--- src/rtl/counter_10000_pkg.sv ---
// Shared types and constants for the modulo-10000 display counter.
// Optional saturating build: define COUNTER_10000_SATURATE_EN.
package counter_10000_pkg;

  localparam int unsigned CNT_MAX = 10000;
  localparam int unsigned CNT_W   = $clog2(CNT_MAX);

  typedef logic [CNT_W-1:0] count_t;

  typedef enum logic {
    DIR_DOWN = 1'b0,
    DIR_UP   = 1'b1
  } dir_e;

endpackage

--- src/rtl/counter_10000_tick_gen.sv ---
// Prescaler: one-cycle tick every DIV clocks, held low in reset.
// Used by counter_10000 (COUNTER_10000_SATURATE_EN has no effect here).
module tick_gen
  import counter_10000_pkg::*;
#(
  parameter int unsigned DIV = 1
) (
  input  logic clk,
  input  logic rst,
  output logic tick
);

  localparam int unsigned PW = (DIV > 1) ? $clog2(DIV) : 1;
  localparam logic [PW-1:0] LAST = PW'(DIV - 1);

  logic [PW-1:0] pre_q;
  logic [PW-1:0] pre_d;
  logic          hit;

  always_comb begin
    hit   = (pre_q == LAST);
    pre_d = hit ? '0 : pre_q + 1'b1;
  end

  // Gated by rst so tick reads 0 while reset is held.
  assign tick = hit & rst;

  always_ff @(posedge clk or negedge rst) begin
    if (!rst) begin
      pre_q <= '0;
    end else begin
      pre_q <= pre_d;
    end
  end

endmodule

--- src/rtl/counter_10000.sv ---
// Up/down modulo-MAX_COUNT counter feeding the FND display path.
// Define COUNTER_10000_SATURATE_EN to hold at the limits instead of wrapping.
module counter_10000
  import counter_10000_pkg::*;
#(
  parameter  int unsigned MAX_COUNT = CNT_MAX,
  parameter  int unsigned TICK_DIV  = 1,
  localparam int unsigned WIDTH     = $clog2(MAX_COUNT)
) (
  input  logic             clk,
  input  logic             rst,
  input  logic             mode,
  output logic [WIDTH-1:0] count_reg
);

  localparam logic [WIDTH-1:0] TOP = WIDTH'(MAX_COUNT - 1);

  logic             tick;
  dir_e             dir;
  logic             at_top;
  logic             at_bot;
  logic [WIDTH-1:0] count_q;
  logic [WIDTH-1:0] count_d;

  tick_gen #(
    .DIV (TICK_DIV)
  ) u_tick_gen (
    .clk  (clk),
    .rst  (rst),
    .tick (tick)
  );

  assign dir = dir_e'(mode);

  always_comb begin
    count_d = count_q;
    at_top  = (count_q == TOP);
    at_bot  = (count_q == '0);
    if (tick) begin
      unique case (1'b1)
        (dir == DIR_UP): begin
`ifdef COUNTER_10000_SATURATE_EN
          count_d = at_top ? count_q : count_q + 1'b1;
`else
          count_d = at_top ? '0 : count_q + 1'b1;
`endif
        end
        (dir == DIR_DOWN): begin
`ifdef COUNTER_10000_SATURATE_EN
          count_d = at_bot ? count_q : count_q - 1'b1;
`else
          count_d = at_bot ? TOP : count_q - 1'b1;
`endif
        end
        default: count_d = count_q;
      endcase
    end
  end

  always_ff @(posedge clk or negedge rst) begin
    if (!rst) begin
      count_q <= '0;
    end else begin
      count_q <= count_d;
    end
  end

  assign count_reg = count_q;

endmodule

--- config.mk ---
export PLATFORM = sky130hd
export DESIGN_NAME = counter_10000
export DESIGN_NICKNAME = d
export VERILOG_FILES = /design/src/rtl/counter_10000_pkg.sv /design/src/rtl/counter_10000_tick_gen.sv /design/src/rtl/counter_10000.sv
export SDC_FILE = /design/constraint.sdc
export NUM_CORES = 1
export LEC_CHECK = 0
export BUFFER_PORTS_ARGS = -buffer_cell sky130_fd_sc_hd__buf_4
export CORE_ASPECT_RATIO = 0.8
export CORE_MARGIN = 4
export CORE_UTILIZATION = 49
export CTS_BUF_LIST = sky130_fd_sc_hd__clkbuf_2
export CTS_CLUSTER_DIAMETER = 150
export DETAILED_ROUTE_END_ITERATION = 6
export PLACE_DENSITY = 0.74
export SKIP_CTS_REPAIR_TIMING = 1
export SLEW_MARGIN = 25
export SYNTH_ARGS = -nofsm -noshare
export SYNTH_HDL_FRONTEND = slang
export SYNTH_SLANG_ARGS = --single-unit
--- constraint.sdc ---
create_clock -name clk -period 2.8 [get_ports clk]
set_clock_uncertainty 0.1 [all_clocks]
set_input_delay 0.28 -clock clk [delete_from_list [all_inputs] [get_ports clk]]
set_output_delay 0.28 -clock clk [all_outputs]
set_load 0.01 [all_outputs]
==> flow_summary.ini <==
[outcome]
status = complete, no violations

[floorplan]
coreArea_mm2 = 0.00250
die_height_um = 54.1
start_util_pct = 52.1
rows = 16
dieArea_mm2 = 0.00356
io_pins = 17
fp.dieW_um = 65.7

[yosys]
async_flop_share_pct = 100
syn-num-nets = 171
synth_area_leader_cell = dfrtp_1
yosysWarnings = 0
synthTopCellsByArea = dfrtp_1, nor2_1, o21ai_0
synthCells = 166
ys.flop_type = dfrtp_1
seq_area_frac_synth_pct = 26.9
ys_ff_latch = 14
syn_area_mm2 = 0.00130
synth_most_common_cell = nor2_1
synthTopCellsByCount = nor2_1, dfrtp_1, nand2_1
synth_top_area_share_pct = 26.9
synth_edf_count = 0
syn_area_per_cell_um2 = 7.85
yosysUniqueCellTypes = 51

[flow_run]
drv_cap = 0

[timing]
worst_pin_slew_ns = 0.545
fin_crit_sh_pct = 89.4
rsz0062_at_grt = false
tns_ns = 0
fmax_mhz = 399
min_period_ns = 2.50
slew_violations = 0
setup_viol = 0
whs_ns = 0.252
hold_viol_final = 0
max_slew_margin_pct = 63.2

[global_routing]
antenna_found_initial = 0
grt_use_total_pct = 22.0
grt-ovfl-total = 0
grt_pass1_wl_um = 5980
grt_pass1_vias = 1225
grt_max_degree = 38

[route]
vias = 1443
vias_per_cell = 6.90
drt-pass1-iter-count = 7
avgRoutedWirePerCell_um = 17.1
postRouteAntennaNets = 0
route.detailed.drc = 0
wirelength_um = 3580
drt_iter0_drc = 223

[final_layout]
area_growth_pct = 9.98
final_core_util_pct = 57.3
largest_register_ffs = 14
final_cells = 209
drive_above_1_share_pct = 19.1
layout.nets = 179
n_antenna_cell = 0

[worst_setup_path]
crit_slowest_cell = o41ai_1
arrival_ns = 2.60
path_class = flip-flop to flip-flop
crit_path_start_kind = flip-flop
cp_max_fo = 8
worstPathRequired_ns = 2.90
max_stage_delay_ns = 0.58
path_cells = inv_1 -> ha_1 -> or4b_4 -> o41ai_1 -> o22ai_1 -> a21oi_1 -> a31oi_1
critPathCaptureType = flip-flop

[placed_design]
dpl.hpwl_um = 2460
io_buffers = 16
place_congestion = 0.938
placed_cells = 204

[clock_network]
h-tree-depth = 1
clk_latency_ns = 0.30
root_buffer = clkbuf_2
cts_tree = built
clockBufferDepth = 2
cts_sinks = 14
path_clk_slew_ns = 0.16
numCtsBuffers = 3

[hold_path]
hold_class = input pin to flip-flop

[pwr]
power.total_mw = 0.971
powerDensity_mw_per_mm2 = 677
ir_drop_mv = 0.369
leakage_nw = 0.564
cells by family (layout without fill, tap and decap cells):
group,Yosys count,after routing,share of synthesized area [%]
and+or+nand+nor,74,74,32.3
AOI/OAI and AO/OA,50,50,27.4
buffers and inverters,21,28,7.77
DFF,14,14,26.9
muxes,3,3,2.30
adders and majority gates,2,2,1.92
xor gates and xnor gates,2,2,1.34
area by class of cell:
cell class	instances	area, um^2
inverters	4	15.0
multi-input cells	131	852
well taps	36	45.0
fillers	242	1070
flip-flops and latches	14	350
clock buffers	3	15.0
repair buffers	20	153
clock inverters	1	3.75
worst paths after layout:
check / startpoint / endpoint / slack, ns / cells after the start
setup reg to reg: count_reg[0]$_DFFE_PN0P_ / count_reg[7]$_DFFE_PN0P_ / 0.30 / 7
min in group asynchronous: rst / count_reg[6]$_DFFE_PN0P_ / 0.33 / 2
max in group asynchronous: rst / count_reg[0]$_DFFE_PN0P_ / 1.98 / 2
hold reg to reg: count_reg[12]$_DFFE_PN0P_ / count_reg[12]$_DFFE_PN0P_ / 0.53 / 1
setup / recovery: count_reg[0]$_DFFE_PN0P_ / count_reg[7]$_DFFE_PN0P_ / 0.30 / 7
hold / removal: mode / count_reg[10]$_DFFE_PN0P_ / 0.25 / 2
worst max-delay path, delay by kind of cell (launching register included):
family	cells	cell delay [ns]
fa+ha+maj	1	0.19
simple gates	1	0.53
buf+inv	1	0.12
flops	1	0.48
compound gates	4	0.98
layout by cell type (no fill, tap or decap), drive strengths merged, types with 2 or more instances in the layout:
master	n
o41ai	3
nand2b	2
o32ai	2
and3	2
clkbuf	3
or4	5
a21oi	9
o22ai	4
nand3	6
nand4	5
buf	19
mux2i	3
inv	4
nor4	8
or4b	2
a31oi	5
a41oi	3
o21ai	13
ha	2
dfrtp	14
o221ai	2
nand2	12
or2	2
nor2	21
nor3	4
power breakdown:
| group | switching, mW | internal [mW] | total [mW] |
|---|---|---|---|
| sequential | 0.143 | 0.259 | 0.401 |
| combinational | 0.259 | 0.202 | 0.461 |
| clock | 0.0776 | 0.0310 | 0.109 |
| total | 0.479 | 0.492 | 0.971 |
per-layer routing:
layer	vias up	global-route usage, %	share of wire [%]
li1	653	-	-
met1	678	31.7	43
met2	98	31.9	45
met3	14	6.89	12
met4	0	4.48	0.92
met5	-	0	0
through the flow:
stage / setup slack [ns] / cell area (um^2)
6_report: 0.296 / 1430
3_3_place_gp: 0.398 / 1410
2_1_floorplan: 0.452 / 1300
5_1_grt: 0.133 / 1430
4_1_cts: 0.313 / 1420
3_5_place_dp: 0.333 / 1410
Power figures use the tool's default switching activity.
